[src/rtl/split_if.sv]
// Handshake bundle for split: one data channel and one select channel in,
// two data channels out.
interface split_if #(
    parameter int WIDTH = 8
);
    logic             L_valid;
    logic             L_ready;
    logic [WIDTH-1:0] L_data;
    logic             S_valid;
    logic             S_ready;
    logic             S_sel;
    logic             R0_valid;
    logic             R0_ready;
    logic [WIDTH-1:0] R0_data;
    logic             R1_valid;
    logic             R1_ready;
    logic [WIDTH-1:0] R1_data;

    modport master (
        output L_valid, L_data, S_valid, S_sel, R0_ready, R1_ready,
        input  L_ready, S_ready, R0_valid, R0_data, R1_valid, R1_data
    );

    modport slave (
        input  L_valid, L_data, S_valid, S_sel, R0_ready, R1_ready,
        output L_ready, S_ready, R0_valid, R0_data, R1_valid, R1_data
    );
endinterface

[src/rtl/split.sv]
// Routes one data token per select token to R0 or R1, with FL cycles of forward
// latency and BL cycles of recovery. SPLIT_STATS_EN adds per-output handshake counters.
//
// state | meaning
// IDLE  | ready to accept a joint data+select token
// FWD   | forward-latency wait, counter counts FL down to 1
// SEND  | selected output valid, waiting for its ready
// BACK  | recovery after output handshake, counter counts BL down to 1
module split #(
    parameter int WIDTH = 8,
    parameter int FL    = 2,
    parameter int BL    = 1
) (
    input  logic        clk,
    input  logic        rst_n,
    split_if.slave      bus
`ifdef SPLIT_STATS_EN
    ,
    output logic [15:0] cnt0,
    output logic [15:0] cnt1
`endif
);
    typedef enum logic [1:0] {IDLE, FWD, SEND, BACK} state_t;

    localparam logic [7:0] FL_C = 8'(FL);
    localparam logic [7:0] BL_C = 8'(BL);

    state_t           state;
    state_t           state_nxt;
    logic [7:0]       cnt;
    logic [WIDTH-1:0] data_q;
    logic             sel_q;
    logic             accept;
    logic             out_hs;

    assign accept = (state == IDLE) && bus.L_valid && bus.S_valid;
    // Ready on the unselected output never matters.
    assign out_hs = (state == SEND) && (sel_q ? bus.R1_ready : bus.R0_ready);

    always_ff @(posedge clk or negedge rst_n) begin
        if (!rst_n) begin
            state <= IDLE;
        end else begin
            state <= state_nxt;
        end
    end

    always_ff @(posedge clk or negedge rst_n) begin
        if (!rst_n) begin
            cnt    <= '0;
            data_q <= '0;
            sel_q  <= 1'b0;
        end else begin
            case (state)
                IDLE: begin
                    if (accept) begin
                        data_q <= bus.L_data;
                        sel_q  <= bus.S_sel;
                        cnt    <= FL_C;
                    end
                end
                FWD:     cnt <= cnt - 8'd1;
                SEND:    if (out_hs) cnt <= BL_C;
                BACK:    cnt <= cnt - 8'd1;
                default: cnt <= cnt;
            endcase
        end
    end

    always_comb begin
        state_nxt = state;
        case (state)
            IDLE:    if (accept) state_nxt = (FL == 0) ? SEND : FWD;
            FWD:     if (cnt == 8'd1) state_nxt = SEND;
            SEND:    if (out_hs) state_nxt = (BL == 0) ? IDLE : BACK;
            BACK:    if (cnt == 8'd1) state_nxt = IDLE;
            default: state_nxt = IDLE;
        endcase
    end

    // Input ready is gated by rst_n so it is already low while reset is held.
    always_comb begin
        bus.L_ready  = accept && rst_n;
        bus.S_ready  = accept && rst_n;
        bus.R0_valid = (state == SEND) && !sel_q;
        bus.R1_valid = (state == SEND) && sel_q;
        bus.R0_data  = data_q;
        bus.R1_data  = data_q;
    end

`ifdef SPLIT_STATS_EN
    always_ff @(posedge clk or negedge rst_n) begin
        if (!rst_n) begin
            cnt0 <= '0;
            cnt1 <= '0;
        end else begin
            if (bus.R0_valid && bus.R0_ready) cnt0 <= cnt0 + 16'd1;
            if (bus.R1_valid && bus.R1_ready) cnt1 <= cnt1 + 16'd1;
        end
    end
`endif
endmodule

[src/flat_wrapper.sv]
// flat-port wrapper written by rule: the top's interface ports become plain ports
module split_flat 
#(
    parameter int WIDTH = 8,
    parameter int FL    = 2,
    parameter int BL    = 1
)
  (clk, rst_n, bus_L_valid, bus_L_data, bus_S_valid, bus_S_sel, bus_R0_ready, bus_R1_ready, bus_L_ready, bus_S_ready, bus_R0_valid, bus_R0_data, bus_R1_valid, bus_R1_data);
  split_if #(.WIDTH(WIDTH)) bus_i ();
  input  logic clk;
  input  logic rst_n;
  input wire logic [$bits(bus_i.L_valid)-1:0] bus_L_valid;
  input wire logic [$bits(bus_i.L_data)-1:0] bus_L_data;
  input wire logic [$bits(bus_i.S_valid)-1:0] bus_S_valid;
  input wire logic [$bits(bus_i.S_sel)-1:0] bus_S_sel;
  input wire logic [$bits(bus_i.R0_ready)-1:0] bus_R0_ready;
  input wire logic [$bits(bus_i.R1_ready)-1:0] bus_R1_ready;
  output wire logic [$bits(bus_i.L_ready)-1:0] bus_L_ready;
  output wire logic [$bits(bus_i.S_ready)-1:0] bus_S_ready;
  output wire logic [$bits(bus_i.R0_valid)-1:0] bus_R0_valid;
  output wire logic [$bits(bus_i.R0_data)-1:0] bus_R0_data;
  output wire logic [$bits(bus_i.R1_valid)-1:0] bus_R1_valid;
  output wire logic [$bits(bus_i.R1_data)-1:0] bus_R1_data;
  assign bus_i.L_valid = bus_L_valid;
  assign bus_i.L_data = bus_L_data;
  assign bus_i.S_valid = bus_S_valid;
  assign bus_i.S_sel = bus_S_sel;
  assign bus_i.R0_ready = bus_R0_ready;
  assign bus_i.R1_ready = bus_R1_ready;
  assign bus_L_ready = bus_i.L_ready;
  assign bus_S_ready = bus_i.S_ready;
  assign bus_R0_valid = bus_i.R0_valid;
  assign bus_R0_data = bus_i.R0_data;
  assign bus_R1_valid = bus_i.R1_valid;
  assign bus_R1_data = bus_i.R1_data;
  split #(.WIDTH(WIDTH), .FL(FL), .BL(BL)) u_core (.clk(clk), .rst_n(rst_n), .bus(bus_i));
endmodule
[config.mk]
export PLATFORM = sky130hd
export DESIGN_NAME = split_flat
export DESIGN_NICKNAME = d
export VERILOG_FILES = /design/src/rtl/split_if.sv /design/src/rtl/split.sv /design/src/flat_wrapper.sv
export SDC_FILE = /design/constraint.sdc
export NUM_CORES = 1
export LEC_CHECK = 0
export CORE_MARGIN = 5
export CORE_UTILIZATION = 41
export CTS_CLUSTER_SIZE = 10
export DETAILED_ROUTE_END_ITERATION = 8
export PLACE_DENSITY = 0.75
export SETUP_SLACK_MARGIN = 0.2
export SYNTH_ARGS = -nofsm -noshare
export SYNTH_HDL_FRONTEND = slang
export SYNTH_SLANG_ARGS = --single-unit
[constraint.sdc]
create_clock -name clk -period 1.82 [get_ports clk]
set_clock_uncertainty 0.1 [all_clocks]
set_input_delay 0.364 -clock clk [delete_from_list [all_inputs] [get_ports clk]]
set_output_delay 0.364 -clock clk [all_outputs]
set_load 0.01 [all_outputs]
==> summary.txt, run 1 <==
Outcome
  – Outcome: completed

Synthesis
  – Largest family of logic cells by synthesized area: simple AND/OR/NAND/NOR gates
  – Synth Area in Compound Gates: a little under a tenth
  – Flip-flop cell with the highest count after synthesis: dfrtp_1
  – Simple-gate portion of the synthesized area: 17.42%
  – Post-synth top area share: 43.83%
  – Post-Synthesis Net Count: about 130
  – Share of flip-flops with an asynchronous set or reset after synthesis: 100.0%
  – Proportion of synthesized area in mux cells: a little over an eighth
  – XOR/XNOR Fraction of Synth Area: 0%
  – Count of flip-flops with a built-in enable after synthesis: 0
  – Post-synthesis sequential area ratio: a little over two fifths
  – Synth cell types: 28
  – Syn avg cell area: about 10 µm²
  – Syn. warnings: 0
  – Largest cells by area after synthesis: dfrtp_1, mux2_2, ha_1, buf_4, nand2_1
  – Cell accounting for the most synthesized area: dfrtp_1
  – Seq cells post-synth: 19
  – Adder and majority cell fraction of the synthesized area: just over 8%
  – Post-synth design cell area: around 1100 µm²
  – Synthesized instance count: about 100

GRT
  – Vias in the first global route: 857
  – Global-route wire length before repair: around 4000 µm
  – Maximum number of pins on one net before global-route repair: 20
  – Residual overflow from global routing: 0
  – Total routing usage reported by global routing: 14.45%
  – Number of antenna violations at the first check in global routing: 0

Critical path
  – Crit Path Class: flop to output pin
  – Critical path endpoint category: output pin
  – Required time of the worst setup path: around 1400 ps
  – Data arrival time of the critical path: 1300 ps
  – Kind of start point of the critical path: flop
  – Maximum fanout count along the critical path: 3

Power and ir drop
  – PD cells: about 410 nW/µm²
  – Peak supply drop: between 300 and 400 µV
  – Cell leakage power: just over 0.8 nW
  – Final total power: between 0.6 and 0.7 mW

Clocking
  – Number of CTS-inserted buffers: 3
  – CTS H-tree lvls: 1
  – Clock transition time at the flip-flop clock pins of the worst setup and hold paths: 110 ps
  – Cell at the root of the clock tree: clkbuf_4
  – Clock insertion delay at the later pin of the skew report: approximately 300 ps
  – Clock tree from TritonCTS: done
  – Worst-case clock buffer depth: 2
  – Number of buffers added to fix hold violations after cts: 0
  – Sink count of the clock tree: 19

Place
  – Placed cell count: 170
  – DPL Wire Length: around 2000 µm
  – Input/output buffers: 34
  – Routability cong.: between 0.7 and 0.8
  – Setup Slack @ Placement: -292.7 ps

Floorplanning
  – Row count: 18
  – Full die area: roughly 3800 µm²
  – I/O pin count: 35
  – Initial core utilization: between 40% and 50%
  – Horizontal die dimension: between 60 and 70 µm
  – Core box area: about 2500 µm²
  – Vert. Die Dim: roughly 61 µm

Timing
  – Slew at the pin closest to its max-slew limit: 303.1 ps
  – Final TNS setup: 0 ps
  – Final hold violation count: 0
  – Final setup violation count: 0
  – Post-route worst setup slack: ~57 ps
  – Relative slew slack: roughly 80%
  – Peak Freq: about 570 MHz
  – Clock period minus final worst setup slack: around 1800 ps
  – Fraction of the cycle the final worst path needs: about 97%
  – Unrepaired setup endpoints after global routing: true
  – Final Slew Violations: 0

Final layout
  – Number of nets in the layout: 170
  – Proportion of layout cells with a drive suffix above 1: just under 40%
  – Synth-to-layout area growth: 52.83%
  – Top library cells by usage in the layout, fill and taps aside: dfrtp_1, dlygate4sd2_1, clkdlybuf4s50_1, buf_4
  – Final non-filler cell total: around 180
  – Most common library cell in the layout ignoring fill and taps: dfrtp_1
  – Number of diodes: 0

Routing
  – DRC violation total after the first TritonRoute iteration: 23
  – DRC violation count after routing: 0
  – Total Routed Length: ~2600 µm
  – Drt first pass iters: 4
  – Via density per instance: slightly above 5
  – Total via count in the routed design: ~910
  – Final routed wire length divided by cell count: 14.81 µm
  – Residual antenna-violating net count after detailed routing: 0

Flow run
  – Max-cap viol count: 0

Hold path
  – Hold WC Path Type: input pin to async pin
cells by family (layout without fill, tap and decap cells):
group,count (synthesis),after routing
simple gates,35,35
mux,13,13
flops,19,19
buf+inv,15,58
compound gates,15,15
fa+ha+maj,7,7
flip-flops by register name (all words and copies together) (netlist names):
name,count
u_core.bus.R0_data,8
u_core.cnt,8
u_core.sel_q,1
u_core.state,2
report_power, final:
part	switching, mW	internal (mW)	leakage [nW]
Combinational	0.0179	0.0299	0.562
Sequential	0	0.422	0.244
Clock	0.136	0.0819	0.0177
cell type report:
type / instances / area (µm²)
Multi-Input combinational cell: 70 / 653.1
Inverter: 5 / 21.27
Timing Repair Buffer: 49 / 440.4
Sequential cell: 19 / 478.0
Tap cell: 30 / 37.54
Fill cell: 201 / 842.1
Clock buffer: 3 / 22.52
Clock inverter: 1 / 5.005
synth_stat cells (2+ instances only):
master,n
dfrtp_1,19
mux2_2,10
buf_4,9
nand2_1,9
nor2_1,9
ha_1,7
inv_1,5
nand3_1,5
o21ai_0,4
a21oi_1,3
mux2i_1,3
and2_1,2
nor2b_1,2
o31ai_1,2
or4_1,2
layer usage:
metal	up-vias	GRT usage [%]	wire, µm
met2	33	25.68	1396
met3	2	4.193	246
li1	440	-	-
met5	-	0	0
met4	0	3.636	19
met1	433	17.12	959
path summary, 6_finish.rpt:
check	start	to	slack, ps	cells after the start
max	u_core.state[0]	bus_S_ready	60	5
min	rst_n	u_core.cnt[7]	330	2
max reg2reg	u_core.state[1]	u_core.cnt[7]	130	7
min reg2reg	u_core.bus.R0_data[6]	u_core.bus.R0_data[6]	430	1
max in group asynchronous	rst_n	u_core.state[0]	1070	2
min in group clk	u_core.bus.R0_data[6]	u_core.bus.R0_data[6]	430	1
per-stage QoR:
stage | utilization, % | area [µm²] | hold slack [ps]
5_1_grt | 66.32 | 1658 | 338.9
6_report | 66.32 | 1658 | 330.3
2_1_floorplan | - | 1134 | -31.59
3_5_place_dp | 61.16 | 1529 | 419.5
3_3_place_gp | 61.16 | 1529 | 408.5
4_1_cts | 63.16 | 1579 | 332.3
repair_timing:
action / CTS / global route
hold endpoints to repair: 0 / 0
resized for setup: 43 / 16
setup buffers: 3 / 0
pin swaps: 4 / 5
endpoints found under the setup margin: 27 / 12
worst max-delay path, cell delays in order (launching register included):
cell and delay, ps:
dfrtp_2 450, inv_4 80, ha_4 140, nand3_4 70, nor2_4 140, buf_6 120
Note: power is estimated with default switching activity, not from simulation.
==> inputs of run 2 (changes only) <==
--- a/config.mk
+++ b/config.mk
@@ -9,7 +9,7 @@
 export CORE_UTILIZATION = 41
 export CTS_CLUSTER_SIZE = 10
 export DETAILED_ROUTE_END_ITERATION = 8
-export PLACE_DENSITY = 0.75
+export PLACE_DENSITY = 0.77
 export SETUP_SLACK_MARGIN = 0.2
 export SYNTH_ARGS = -nofsm -noshare
 export SYNTH_HDL_FRONTEND = slang
==> run 2 against run 1 <==
Compared with the run above:
- largest power group unchanged
- die area did not move
- combinational power fell by 1%
- clock power rose by 3%
- design area rose by 3.1%
- sequential share of layout area fell by 0.87 points
==> summary.txt, run 2 (synthesis results as in run 1) <==
Floorplanning
  – Horizontal die dimension: 61.44 µm (unchanged)
  – Core box area: 2500 µm² (unchanged)
  – Initial core utilization: 43.39% (unchanged)
  – Full die area: 3774 µm² (unchanged)
  – Vert. Die Dim: 61.44 µm (unchanged)
  – I/O pin count: 35 (unchanged)
  – Row count: 18 (unchanged)

Final layout
  – Most common library cell in the layout ignoring fill and taps: dfrtp_1 (unchanged)
  – Top library cells by usage in the layout, fill and taps aside: dfrtp_1, dlygate4sd2_1, clkdlybuf4s50_1, buf_4 (unchanged)
  – Number of diodes: 0 (unchanged)
  – End-of-flow core utilization: 68.37% (was 66.32%)
  – Non-Filler Cell Area, Final: 1709 µm² (was 1658 µm²)
  – Number of nets in the layout: 172 (was 170)
  – Proportion of layout cells with a drive suffix above 1: 38.26% (was 38.78%)
  – Final non-filler cell total: 179 (was 177)
  – Synth-to-layout area growth: 57.55% (was 52.83%)

Timing
  – Slew at the pin closest to its max-slew limit: 311.7 ps (was 303.1 ps)
  – Worst-case hold slack: 316.0 ps (was 330.3 ps)
  – Relative slew slack: 78.63% (was 79.21%)
  – Final setup violation count: 0 (unchanged)
  – Final hold violation count: 0 (unchanged)
  – Peak Freq: 568.4 MHz (was 567.4 MHz)
  – Clock period minus final worst setup slack: 1759 ps (was 1763 ps)
  – Final Slew Violations: 0 (unchanged)
  – Fraction of the cycle the final worst path needs: 96.66% (was 96.84%)
  – Unrepaired setup endpoints after global routing: true (unchanged)

GRT
  – Residual overflow from global routing: 0 (unchanged)
  – Vias in the first global route: 902 (was 857)
  – Number of antenna violations at the first check in global routing: 0 (unchanged)
  – Total routing usage reported by global routing: 14.91% (was 14.45%)
  – Global-route wire length before repair: 4188 µm (was 3995 µm)
  – Maximum number of pins on one net before global-route repair: 20 (unchanged)

Routing
  – DRC violation total after the first TritonRoute iteration: 18 (was 23)
  – Total Routed Length: 2790 µm (was 2621 µm)
  – Via density per instance: 5.112 (was 5.130)
  – Total via count in the routed design: 915 (was 908)
  – Final routed wire length divided by cell count: 15.59 µm (was 14.81 µm)
  – Residual antenna-violating net count after detailed routing: 0 (unchanged)
  – Drt first pass iters: 4 (unchanged)
  – DRC violation count after routing: 0 (unchanged)

Critical path
  – Data arrival time of the critical path: 1900 ps (was 1300 ps)
  – Maximum fanout count along the critical path: 5 (was 3)
  – Cell Chain, Critical Path: inv_2 > buf_4 > ha_4 > nor2_4 > or2_4 > or4_1 > nand3_1 (was inv_4 > ha_4 > nand3_4 > nor2_4 > buf_6)
  – Critical path launch point: u_core.state[1] (was u_core.state[0])
  – Crit Path Class: flop to flop (was flop to output pin)
  – Critical path endpoint category: flop (was output pin)
  – Launch instance of the worst register-to-register path: u_core.state[1] (unchanged)
  – Master of the slowest instance on the critical path: dfrtp_1 (was dfrtp_2)
  – Kind of start point of the critical path: flop (unchanged)
  – Largest stage delay on the critical path: 450 ps (about the same)
  – Required time of the worst setup path: 1970 ps (was 1360 ps)

Power and ir drop
  – PD cells: 405.3 nW/µm² (was 414.5 nW/µm²)
  – Cell leakage power: 0.8426 nW (was 0.8233 nW)
  – Power spent charging and discharging nets: 0.1588 mW (was 0.1534 mW)
  – Part of the total power dissipated in combinational logic: 6.8% (was 7.0%)
  – Internal cell power: 0.5339 mW (was 0.5337 mW)
  – Clock network fraction of total power: 32.3% (was 31.6%)
  – Peak supply drop: 441.3 µV (was 365.6 µV)
  – Final total power: 0.6927 mW (was 0.6872 mW)
  – Share of total power in sequential cells: 60.9% (was 61.4%)
  – Switching part of the total power: 22.92% (was 22.33%)

Place
  – Placed inst area: 1536 µm² (was 1529 µm²)
  – Input/output buffers: 34 (unchanged)
  – Routability cong.: 0.7998 (was 0.7880)
  – Placed cell count: 171 (was 170)
  – DPL Wire Length: 1927 µm (was 1963 µm)

Hold path
  – Hold WC Path Type: input pin to async pin (unchanged)

Clocking
  – CTS H-tree lvls: 1 (unchanged)
  – Clock tree from TritonCTS: done (unchanged)
  – Clock transition time at the flip-flop clock pins of the worst setup and hold paths: 120 ps (was 110 ps)
  – Number of CTS-inserted buffers: 3 (unchanged)
  – Cell at the root of the clock tree: clkbuf_4 (unchanged)
  – Worst-case clock buffer depth: 2 (unchanged)
  – Clock insertion delay at the later pin of the skew report: 300 ps (about the same)
  – Sink count of the clock tree: 19 (unchanged)

Outcome
  – Outcome: completed (unchanged)

Flow run
  – Max-cap viol count: 0 (unchanged)
==> run 2: power groups by stage <==
stage	combinational (mW)	clock, mW	sequential (mW)
after CTS	0.0478	0.237	0.422
after global placement	0.0452	0	0.430
final	0.0473	0.223	0.422
after detailed placement	0.0462	0	0.430
after global routing	0.0511	0.253	0.422
after floorplan	0.00301	0	0.430
==> run 2: per-layer routing <==
metal  up-vias  share of wire (%)  global-route usage [%]
li1        445                  -                       -
met1       430                 37                   18.27
met2        36                 52                   25.53
met3         4                9.4                   5.241
met4         0                1.7                   3.030
met5         -                  0                       0
==> run 2: area by class of cell <==
class                   count  area, µm²
fillers                   205      790.8
multi-input cells          70      683.2
flip-flops and latches     19      478.0
repair buffers             51      461.7
well taps                  30      37.54
clock buffers               3      22.52
inverters                   5      21.27
clock inverters             1      5.005
==> run 2: through the flow <==
step | worst slack (ps) | setup TNS (ps)
3_3_place_gp | -267.3 | -734.1
2_1_floorplan | 174.1 | 0
5_1_grt | -30.73 | -78.81
3_5_place_dp | -277.2 | -877.5
6_report | 60.74 | 0
4_1_cts | 51.67 | 0
==> run 2: final timing paths <==
check	to	slack, ps	depth (start not counted)
max	u_core.cnt[6]	60	7
min	u_core.cnt[2]	320	2
max reg2reg	u_core.cnt[6]	60	7
min reg2reg	u_core.bus.R0_data[2]	440	1
max in group asynchronous	u_core.state[0]	1080	2
min in group clk	u_core.bus.R0_data[2]	440	1
==> run 2: what timing repair did <==
item                                    in CTS  in global routing
resized for setup                           49                 15
hold buffers                                 0                  0
gates cloned                                 0                  0
setup buffers                                3                  1
pin swaps                                    7                  1
endpoints found under the setup margin      28                 14
==> run 2: critical path: cells and delay by family (launching register included) <==
family	cells	cell delay [ps]
flip-flops	1	450
buffers and inverters	2	230
adder cells (fa/ha/maj)	1	140
AND/OR/NAND/NOR	4	790
